`src/rtl/uart_tx_feeder_if.sv`:
```
// Bundles the producer write port and the transmitter handshake of the UART TX feeder.
// The master side is the producer/transmitter pair; the slave side is the feeder itself.
interface uart_tx_feeder_if #(
    parameter int D_BIT  = 8,
    parameter int ADDR_W = 4
);
    logic              wr_en;
    logic [D_BIT-1:0]  wr_data;
    logic              full;
    logic              empty;
    logic [ADDR_W:0]   count;
    logic              overflow;
    logic              tx_done;
    logic              tx_start;
    logic [D_BIT-1:0]  d_out;
    logic              busy;

    modport master (
        output wr_en, wr_data, tx_done,
        input  full, empty, count, overflow, tx_start, d_out, busy
    );

    modport slave (
        input  wr_en, wr_data, tx_done,
        output full, empty, count, overflow, tx_start, d_out, busy
    );
endinterface

```
`src/rtl/uart_tx_feeder.sv`:
```
// Circular byte FIFO plus launch sequencer sitting in front of the UART transmitter.
// One byte is presented at a time and the next is launched only after the frame completes.
//
// state    | meaning
// IDLE     | no byte in flight; launches the FIFO head as soon as the FIFO is non-empty
// SEND     | tx_start high, d_out frozen; waits for the rising edge of tx_done
// WAIT_CLR | frame finished; waits for tx_done to drop before the next launch
module uart_tx_feeder #(
    parameter int D_BIT  = 8,
    parameter int ADDR_W = 4
) (
    input  logic            clk,
    input  logic            reset,
    uart_tx_feeder_if.slave bus
);
    localparam int              DEPTH      = 1 << ADDR_W;
    localparam logic [ADDR_W:0] FULL_COUNT = (ADDR_W+1)'(DEPTH);
    localparam logic [ADDR_W:0] CNT_ONE    = (ADDR_W+1)'(1);

    typedef enum logic [2:0] {
        IDLE     = 3'b001,
        SEND     = 3'b010,
        WAIT_CLR = 3'b100
    } state_t;

    state_t              state;
    state_t              state_nxt;

    logic [D_BIT-1:0]    mem [DEPTH];
    logic [ADDR_W-1:0]   rd_ptr;
    logic [ADDR_W-1:0]   wr_ptr;
    logic [ADDR_W:0]     count;
    logic                overflow;
    logic                tx_start;
    logic [D_BIT-1:0]    d_out;
    logic                tx_done_q;

    logic                full;
    logic                empty;
    logic                push;
    logic                pop;
    logic                done_rise;

    assign full      = (count == FULL_COUNT);
    assign empty     = (count == '0);
    // A write while full is dropped even if a pop happens in the same cycle.
    assign push      = bus.wr_en & ~full;
    assign done_rise = bus.tx_done & ~tx_done_q;

    always_ff @(posedge clk) begin
        if (reset) begin
            state <= IDLE;
        end else begin
            state <= state_nxt;
        end
    end

    always_comb begin
        state_nxt = state;
        pop       = 1'b0;
        case (state)
            IDLE: begin
                if (!empty) begin
                    pop       = 1'b1;
                    state_nxt = SEND;
                end
            end
            SEND: begin
                if (done_rise) begin
                    state_nxt = WAIT_CLR;
                end
            end
            WAIT_CLR: begin
                if (!bus.tx_done) begin
                    state_nxt = IDLE;
                end
            end
            default: begin
                state_nxt = IDLE;
            end
        endcase
    end

    // Storage is not reset; occupancy and pointers define which entries are valid.
    always_ff @(posedge clk) begin
        if (push) begin
            mem[wr_ptr] <= bus.wr_data;
        end
    end

    always_ff @(posedge clk) begin
        if (reset) begin
            rd_ptr    <= '0;
            wr_ptr    <= '0;
            count     <= '0;
            overflow  <= 1'b0;
            tx_start  <= 1'b0;
            d_out     <= '0;
            tx_done_q <= 1'b0;
        end else begin
            tx_done_q <= bus.tx_done;
            tx_start  <= (state_nxt == SEND);

            if (push) begin
                wr_ptr <= wr_ptr + 1'b1;
            end
            if (pop) begin
                rd_ptr <= rd_ptr + 1'b1;
                d_out  <= mem[rd_ptr];
            end

            case ({push, pop})
                2'b10:   count <= count + CNT_ONE;
                2'b01:   count <= count - CNT_ONE;
                default: count <= count;
            endcase

            if (bus.wr_en && full) begin
                overflow <= 1'b1;
            end
        end
    end

    assign bus.full     = full;
    assign bus.empty    = empty;
    assign bus.count    = count;
    assign bus.overflow = overflow;
    assign bus.tx_start = tx_start;
    assign bus.d_out    = d_out;
    assign bus.busy     = (state != IDLE);
endmodule

```
`src/flat_wrapper.sv`:
```
// flat-port wrapper written by rule: the top's interface ports become plain ports
module uart_tx_feeder_flat 
#(
    parameter int D_BIT  = 8,
    parameter int ADDR_W = 4
)
  (clk, reset, bus_wr_en, bus_wr_data, bus_tx_done, bus_full, bus_empty, bus_count, bus_overflow, bus_tx_start, bus_d_out, bus_busy);
  uart_tx_feeder_if #(.D_BIT(D_BIT), .ADDR_W(ADDR_W)) bus_i ();
  input  logic clk;
  input  logic reset;
  input wire logic [$bits(bus_i.wr_en)-1:0] bus_wr_en;
  input wire logic [$bits(bus_i.wr_data)-1:0] bus_wr_data;
  input wire logic [$bits(bus_i.tx_done)-1:0] bus_tx_done;
  output wire logic [$bits(bus_i.full)-1:0] bus_full;
  output wire logic [$bits(bus_i.empty)-1:0] bus_empty;
  output wire logic [$bits(bus_i.count)-1:0] bus_count;
  output wire logic [$bits(bus_i.overflow)-1:0] bus_overflow;
  output wire logic [$bits(bus_i.tx_start)-1:0] bus_tx_start;
  output wire logic [$bits(bus_i.d_out)-1:0] bus_d_out;
  output wire logic [$bits(bus_i.busy)-1:0] bus_busy;
  assign bus_i.wr_en = bus_wr_en;
  assign bus_i.wr_data = bus_wr_data;
  assign bus_i.tx_done = bus_tx_done;
  assign bus_full = bus_i.full;
  assign bus_empty = bus_i.empty;
  assign bus_count = bus_i.count;
  assign bus_overflow = bus_i.overflow;
  assign bus_tx_start = bus_i.tx_start;
  assign bus_d_out = bus_i.d_out;
  assign bus_busy = bus_i.busy;
  uart_tx_feeder #(.D_BIT(D_BIT), .ADDR_W(ADDR_W)) u_core (.clk(clk), .reset(reset), .bus(bus_i));
endmodule
```
`config.mk`:
```
export PLATFORM = sky130hd
export DESIGN_NAME = uart_tx_feeder_flat
export DESIGN_NICKNAME = d
export VERILOG_FILES = /design/src/rtl/uart_tx_feeder_if.sv /design/src/rtl/uart_tx_feeder.sv /design/src/flat_wrapper.sv
export SDC_FILE = /design/constraint.sdc
export NUM_CORES = 1
export LEC_CHECK = 0
export BUFFER_PORTS_ARGS = -buffer_cell sky130_fd_sc_hd__buf_2
export CORE_ASPECT_RATIO = 1.75
export CORE_MARGIN = 4
export CORE_UTILIZATION = 35
export DETAILED_ROUTE_END_ITERATION = 8
export GPL_TIMING_DRIVEN = 0
export HOLD_SLACK_MARGIN = 0.03
export SLEW_MARGIN = 20
export SYNTH_ARGS = -nofsm -noshare
export SYNTH_HDL_FRONTEND = slang
export SYNTH_SLANG_ARGS = --single-unit
```
`constraint.sdc`:
```
create_clock -name clk -period 3.8 [get_ports clk]
set_input_delay 0.19 -clock clk [delete_from_list [all_inputs] [get_ports clk]]
set_output_delay 0.19 -clock clk [all_outputs]
set_load 0.05 [all_outputs]
```
=== Word level (Yosys, flattened, before mapping) ===
Memory sizes are Yosys's and may differ from the RTL's. A register that Yosys moved wholly into a read port is not among the register bits.
Cells that the tools add are included.

* Output and inout port bits: 18
* Memories: 1
* RAM bits: 128
* Input bits: 12
* Flip-flop bits (word level): 19
* Logic and storage cells: 36

{| class="wikitable"
|+ Memories
! name !! depth !! width !! rd ports !! clocked after memory_dff !! wr ports !! RTL line !! source
|-
| u_core.mem || 16 || 8 || 1 || 1 || 1 || uart_tx_feeder.sv:29 || <nowiki>logic [D_BIT-1:0] mem [DEPTH];</nowiki>
|}

* Reductions and logical operators: 3
* Multiplexer cells: 9
* Add/subtract/negate cells: 4
* Eq/ne operators: 8
* Bitwise gates (word level): 4

{| class="wikitable"
|+ Operator list
! cell !! number
|-
| 5-bit case mux with 2 select lines || 1
|-
| 3-bit two-way mux || 3
|-
| 3-bit case mux with 3 select lines || 1
|-
| 4-bit by 1-bit adder with 4-bit output, second input constant || 2
|-
| 3-bit by 2-bit == test with 1-bit output, second input constant || 2
|-
| 5-bit by 1-bit adder with 5-bit output, second input constant || 1
|-
| 5-bit == test, second input constant || 1
|-
| 5-bit zero test || 1
|-
| 5-bit by 1-bit subtractor with 5-bit output, second input constant || 1
|-
| 1-bit two-way mux || 4
|-
| 3-bit by 1-bit == test with 1-bit output, second input constant || 1
|-
| 3-bit == test, second input constant || 1
|-
| 3-bit by 1-bit != test with 1-bit output, second input constant || 1
|-
| 1-bit bitwise AND || 2
|-
| 2-bit by 1-bit == test with 1-bit output, second input constant || 1
|-
| 2-bit == test, second input constant || 1
|-
| 1-bit NOT || 2
|-
| 2-bit nonzero test || 1
|-
| 1-bit logical AND || 1
|}

=== Logic depth before layout (Yosys ltp) ===
Gate-level depths: netlist of the first run.

* Depth in word-level cells: 5
* Depth in mapped cells: 13
* Mapped depth without buffers: 10

=== Worst setup path after synthesis of the first run ===
Ideal clock, no wire load.

* Kind: register to register
* Start point: reg u_core.count[1] (netlist: u_core.bus.count[1])
* End point: reg u_core.count[4] (netlist: u_core.bus.count[4])
* Arrival time: 3.017 ns
* Buffers on the path: 3
* Data required time: 3.679 ns
* Setup time: 0.121 ns
* Period minus slack after synthesis: 3.138 ns
* Cell stages (with the launch flop): 14
* Slack: 0.662 ns
* Path through: dfxtp_1 > buf_6 > or4_4 > buf_6 > o21ai_4 > inv_2 > ha_1 > clkbuf_1 > xor2_1 > ha_1 > nor4_1 > nand2_1 > a31oi_1 > mux2_2

* Word-level cells in the longest chain between the ends: 5
* Elaborated cells on any way between the ends: 12
* Classes of those cells: add/sub: 2; eq/ne: 3; mux: 3; bitwise: 2; reduce/logical: 2

{| class="wikitable"
|+ Ends and longest elaborated chain
! element !! RTL line !! source
|-
| from (decl) || uart_tx_feeder.sv:32 || <nowiki>logic [ADDR_W:0] count;</nowiki>
|-
| from (signal assigned) || uart_tx_feeder.sv:113 || <nowiki>2'b10: count <= count + CNT_ONE;</nowiki>
|-
| from (signal assigned) || uart_tx_feeder.sv:114 || <nowiki>2'b01: count <= count - CNT_ONE;</nowiki>
|-
| from (signal assigned) || uart_tx_feeder.sv:115 || <nowiki>default: count <= count;</nowiki>
|-
| 5-bit zero test (*) || uart_tx_feeder.sv:45 || <nowiki>assign empty = (count == '0);</nowiki>
|-
| 1-bit two-way mux (*) || uart_tx_feeder.sv:63 || <nowiki>if (!empty) begin</nowiki>
|-
| 1-bit two-way mux (*) || uart_tx_feeder.sv:61 || <nowiki>case (state)</nowiki>
|-
| net u_core.pop || uart_tx_feeder.sv:41 || <nowiki>logic pop;</nowiki>
|-
| 2-bit by 1-bit == test with 1-bit output or 2-bit == test (tied branches) || uart_tx_feeder.sv:112 || <nowiki>case ({push, pop})</nowiki>
|-
| 5-bit case mux with 2 select lines or 2-bit nonzero test (tied branches) || -- ||
|}

The timed path passes the listed nets; every way through them passes the cells marked *.
A chain may end at the register's enable or synchronous reset.

=== Final worst setup path of the first run ===
Ends and elaborated chain as after synthesis.

==> results.json, run 1 <==
{
  "finalHoldViolations": 0,
  "rsz0062_at_grt": "false",
  "overflow": 0,
  "period_minus_slack_ns": 3.24,
  "clock_latency_ns": 0.42,
  "diodes": 0,
  "grt_max_degree": 17,
  "h-tree-depth": 4,
  "cp-end-kind": "flop",
  "startpoint_type": "flop",
  "power_switching_mw": 1.56,
  "start_util_pct": 35.7,
  "grtUsageTotal_pct": 13.9,
  "post_synth.cell_area_avg_um2": 17.5,
  "holdBufCountCts": 0,
  "max_freq_mhz": 309,
  "fin_cells": 650,
  "ctsResizeCount": 0,
  "critPathKind": "reg2reg",
  "dieHeight_um": 185,
  "internal_power_mw": 3.43,
  "cts_sinks": 155,
  "synth_area_um2": 6260,
  "reg2reg_depth": 13,
  "post-dp-hpwl_mm": 9.05,
  "drive_above_1_share_pct": 27.4,
  "cts_tree": "done",
  "clock_skew_ns": 0.0101,
  "antenna_found_initial": 0,
  "final_max_slew_viol_count": 0,
  "slew_headroom_pct": 42.4,
  "pin_count": 30,
  "finalSetupViolCount": 0,
  "num_rows": 64,
  "place_congestion": 0.717,
  "critPathMaxFanout": 9,
  "outcome": "completed",
  "cts-root-buf": "clkbuf_16",
  "fin_tns_setup_ns": 0,
  "routed_wl_mm": 12.9,
  "swShare_pct": 31.2,
  "ys_seq_area_share_pct": 70.1,
  "layout_commonest_cell": "edfxtp_1",
  "ant_nets": 0,
  "arrival_ns": 3.54,
  "p_leak_nw": 2.44,
  "firstDrtPassIters": 4,
  "yosys.cell_types.count": 42,
  "cp.required_ns": 4.11,
  "ys_seq_elements": 155,
  "synth_warnings": 0,
  "power_density_nw_per_um2": 681,
  "core_area_um2": 17500,
  "synth_fp_nets": 378,
  "synthCells": 358,
  "ir_drop_uv": 297,
  "clkPwrFrac_pct": 34.3,
  "post_cts_buffers": 0,
  "cts_max_path_buffers": 2,
  "grt_pass1_vias": 3511,
  "fin_crit_sh_pct": 85.1,
  "tightest_slew_ns": 0.860,
  "die_area_um2": 20200,
  "combPwrFrac_pct": 25.2,
  "viasPerCell": 4.98,
  "syn2layout_area_growth_pct": 16.9,
  "vias": 3236,
  "fin_nets": 426,
  "whs_path_depth": 2,
  "drc": 0,
  "grt_pass1_wl_mm": 20.3,
  "cap_viol_max_count": 0,
  "hp-class": "in2reg",
  "avgRoutedWirePerCell_um": 19.8,
  "port_buffers": 29,
  "die_w_um": 109,
  "dp.cells": 618,
  "most-common-layout-cells": "128 x edfxtp_1, 35 x buf_2, 32 x mux4_2, 27 x nor2_1, 27 x dfxtp_1",
  "clkTransAtPathRegs_ns": 0.07,
  "cts_made_buffers": 17,
  "drt_first_iter_violations": 328,
  "seqPwrFrac_pct": 40.4
}
==> synth_stat cells <==
master	count	area share (%)
mux4_2	32	12
and3b_1	1	0.14
o221ai_1	8	1.1
edfxtp_1	128	61
mux2_2	2	0.36
clkbuf_1	8	0.48
buf_1	3	0.18
nand3_1	3	0.24
nand3b_1	9	1.1
inv_1	6	0.36
a21boi_1	1	0.12
and3_1	1	0.10
or4_4	1	0.18
nor3b_1	1	0.12
buf_6	4	0.72
ha_1	8	1.6
nand2_1	8	0.48
a2bb2oi_1	1	0.14
o21ai_1	1	0.080
mux2i_1	19	3.0
nor2b_1	6	0.60
nand2b_1	4	0.40
buf_2	6	0.48
nor3_1	7	0.56
a21oi_1	7	0.56
a211o_1	1	0.14
o211ai_1	2	0.24
o21ai_4	1	0.26
inv_2	1	0.060
a31oi_1	2	0.20
nand3b_2	1	0.18
xor2_1	6	0.84
or3_1	3	0.30
o21bai_1	1	0.12
o21ai_0	4	0.32
nor4_1	2	0.20
xnor2_1	2	0.28
dfxtp_1	27	8.6
o211ai_2	1	0.20
a21o_1	1	0.12
nor3b_2	1	0.20
nor2_1	27	1.6
==> per-layer routing <==
metal,track usage (%),up-vias,part of all wire (%)
met3,2.23,11,2.3
met5,0,-,0
li1,-,1507,-
met1,15.3,1664,39
met4,5.76,0,1.5
met2,25.9,54,57
==> power by group through the flow <==
stage	Sequential (mW)	Combinational [mW]	Clock, mW
CTS	2.02	1.28	1.74
finish	2.01	1.26	1.71
global route	2.03	1.37	1.82
floorplan	2.17	0.831	0
detailed placement	2.05	1.28	0
global placement	2.04	1.25	0
==> worst paths after layout <==
check / end / from / slack (ns)
min reg2reg: u_core.bus.overflow / u_core.bus.overflow / 0.48
max reg2reg: u_core.bus.count[4] / u_core.bus.count[1] / 0.56
max: u_core.bus.count[4] / u_core.bus.count[1] / 0.56
min: u_core.tx_done_q / bus_tx_done / 0.06
==> cell type report <==
type	count	area (um2)
well taps	231	289
plain buffers	21	116
inverters	7	26.3
clock buffers	17	425
fillers	1555	10200
repair buffers	29	145
clock inverters	15	179
multi-input cells	175	1750
flip-flops and latches	155	4380
==> registers in the layout, summed over array words and instances (netlist names) <==
name,cells
u_core.mem,128
u_core.bus.overflow,1
u_core.bus.d_out,8
u_core.rd_ptr,4
u_core.tx_done_q,1
u_core.bus.count,5
u_core.state,3
u_core.wr_ptr,4
u_core.bus.tx_start,1
==> logic make-up (layout without fill, tap and decap cells) <==
logic type      Yosys count  count (layout)  synth area share [%]
xor+xnor                  8               8                  1.12
simple gates             75              75                  6.40
buf+inv                  28              89                  2.28
mux                      53              53                  14.9
compound gates           31              31                  3.62
fa+ha+maj                 8               8                  1.60
flops                   155             155                  70.1
==> stage by stage <==
step,utilization (%),cell area [um2],power (mW),worst slack (ns),hold WS [ns]
3_5_place_dp,38.3,6710,3.33,0.592,0.479
4_1_cts,41.7,7320,5.04,0.572,0.0410
3_3_place_gp,38.2,6690,3.29,0.650,0.449
6_report,41.7,7320,4.98,0.565,0.0558
5_1_grt,41.7,7320,5.22,0.345,0.0632
2_1_floorplan,-,6260,3.00,0.662,0.289
==> critical path: stages (launching register included) <==
cell and delay (ns):
dfxtp_1 0.32, buf_6 0.13, or4_4 0.51, buf_6 0.16, o21ai_4 0.17, inv_2 0.11
ha_1 0.20, clkbuf_1 0.21, xor2_1 0.20, ha_1 0.25, nor4_1 0.18, nand2_1 0.08
a31oi_1 0.23, mux2_2 0.36
No activity file was read; power rests on OpenSTA's default activity.
==> run 2: changes to the inputs <==
--- a/config.mk
+++ b/config.mk
@@ -6,7 +6,6 @@
 export NUM_CORES = 1
 export LEC_CHECK = 0
 export BUFFER_PORTS_ARGS = -buffer_cell sky130_fd_sc_hd__buf_2
-export CORE_ASPECT_RATIO = 1.75
 export CORE_MARGIN = 4
 export CORE_UTILIZATION = 35
 export DETAILED_ROUTE_END_ITERATION = 8
==> run 2 against run 1 <==
  * Clock-buffer cell count is 2 higher
  * Total power is 0.70% lower
  * Flip-flop and latch count stayed put
  * Global-route usage is 0.61 points lower
  * Critical path type unchanged
  * Largest cell class unchanged
  * Largest power group unchanged
  * Highest routed layer is now met5
==> results.json, run 2 (synthesized netlist as in run 1, its figures left out) <==
{
  "diodes": 0,
  "cts-root-buf": "clkbuf_16",
  "core_area_um2": 17400,
  "viasPerCell": 5.05,
  "arrival_ns": 3.40,
  "overflow": 0,
  "cts_sinks": 155,
  "dp_slack_ns": 0.710,
  "cts_max_path_buffers": 2,
  "p_total_mw": 4.95,
  "num_rows": 48,
  "critPathTopFamily": "simple AND/OR/NAND/NOR gates",
  "cts_made_buffers": 17,
  "firstDrtPassIters": 4,
  "startpoint_type": "flop",
  "grt_pass1_wl_mm": 19.6,
  "hp-class": "in2reg",
  "cp.required_ns": 4.10,
  "slew_headroom_pct": 32.0,
  "placed_area_um2": 6720,
  "crit_chain": "buf_6 > or4_4 > buf_6 > o21ai_4 > inv_2 > ha_1 > clkbuf_1 > xor2_1 > ha_1 > nor4_1 > nand2_1 > a31oi_1 > mux2_2",
  "tightest_slew_ns": 1.02,
  "post_cts_buffers": 0,
  "finalSetupViolCount": 0,
  "cp_slowest_stage_delay_ns": 0.50,
  "most-common-layout-cells": "128 x edfxtp_1, 35 x buf_2, 32 x mux4_2, 27 x nor2_1, 27 x dfxtp_1",
  "cp-end-kind": "flop",
  "die_area_um2": 20100,
  "period_minus_slack_ns": 3.10,
  "ctsResizeCount": 0,
  "post-dp-hpwl_mm": 8.34,
  "cap_viol_max_count": 0,
  "grt_pass1_vias": 3359,
  "vias": 3265,
  "layout_commonest_cell": "edfxtp_1",
  "dieHeight_um": 142,
  "drc": 0,
  "outcome": "completed",
  "ant_nets": 0,
  "fin_nets": 428,
  "routed_wl_mm": 12.6,
  "cp.buffers_inverters": 4,
  "start_util_pct": 35.9,
  "pin_count": 30,
  "finalWorstSetupSlack_ns": 0.698,
  "fin_tns_setup_ns": 0,
  "finalInstanceArea_um2": 7320,
  "power_density_nw_per_um2": 677,
  "critPathMaxFanout": 9,
  "port_buffers": 29,
  "max_freq_mhz": 322,
  "place_congestion": 0.813,
  "drive_above_1_share_pct": 26.8,
  "slowest_stage": "or4_4",
  "grt_max_degree": 17,
  "clock_latency_ns": 0.42,
  "rsz0062_at_grt": "false",
  "final_max_slew_viol_count": 0,
  "h-tree-depth": 4,
  "top_register": "u_core.mem",
  "syn2layout_area_growth_pct": 16.9,
  "p_leak_nw": 2.44,
  "fin_crit_sh_pct": 81.6,
  "clock_skew_ns": 0.0117,
  "drt_first_iter_violations": 232,
  "reg_top3": "u_core.mem x128, u_core.bus.d_out x8, u_core.bus.count x5",
  "antenna_found_initial": 1,
  "finalHoldViolations": 0,
  "holdBufCountCts": 0,
  "die_w_um": 142,
  "cts_tree": "done",
  "grtUsageTotal_pct": 13.3,
  "critPathKind": "reg2reg",
  "ir_drop_uv": 370,
  "avgRoutedWirePerCell_um": 19.5,
  "largest_register_ffs": 128,
  "clkTransAtPathRegs_ns": 0.06
}
==> run 2: changes by cell type in the layout (fill, tap and decap cells not counted) <==
| cell | previous run | this run |
|---|---|---|
| clkinvlp_4 | 1 | 2 |
| clkinv_1 | 0 | 2 |
| bufinv_16 | 2 | 3 |
| clkinv_4 | 4 | 1 |
| inv_8 | 4 | 1 |
| clkbuf_1 | 8 | 10 |
| buf_4 | 0 | 2 |
==> run 2: area by class of cell <==
class	instances	area, um2
clock buffers	19	433
well taps	225	282
inverters	7	26.3
multi-input cells	175	1750
clock inverters	13	164
repair buffers	31	160
fillers	1585	10100
plain buffers	21	116
flip-flops and latches	155	4380
==> run 2: through the flow <==
step,instances,hold WS [ns],util (%)
after floorplan,358,0.289,-
after detailed placement,614,0.454,38.6
final,646,0.0749,42.0
after CTS,646,0.0569,42.0
after global placement,612,0.450,38.4
after global routing,646,0.0754,42.0
==> run 2: worst reg2reg max path: stages (launching register included) <==
cell      delay, ns
dfxtp_1        0.31
buf_6          0.13
or4_4          0.51
buf_6          0.15
o21ai_4        0.17
inv_2          0.10
ha_1           0.20
clkbuf_1       0.20
xor2_1         0.19
ha_1           0.24
nor4_1         0.17
nand2_1        0.08
a31oi_1        0.19
mux2_2         0.35
==> run 2: worst paths after layout <==
path / start / endpoint / slack (ns) / cells after the start
max: u_core.bus.count[1] / u_core.bus.count[4] / 0.70 / 13
min: bus_tx_done / u_core.tx_done_q / 0.07 / 2
max reg2reg: u_core.bus.count[1] / u_core.bus.count[4] / 0.70 / 13
min reg2reg: u_core.bus.overflow / u_core.bus.overflow / 0.47 / 2
==> run 2: per-layer routing <==
| layer | up-vias | part of all wire [%] | GRT usage, % |
|---|---|---|---|
| met5 | - | 0.10 | 0 |
| met4 | 2 | 0.74 | 4.39 |
| met3 | 11 | 6.9 | 4.01 |
| met2 | 94 | 48 | 20.5 |
| met1 | 1645 | 44 | 18.0 |
| li1 | 1513 | - | - |
==> run 2: power by group <==
part           switching, mW  leakage [nW]  internal [mW]
Combinational          0.740         0.777          0.493
Clock                  0.665         0.285           1.04
Sequential            0.0695          1.38           1.94
Total                   1.47          2.44           3.48
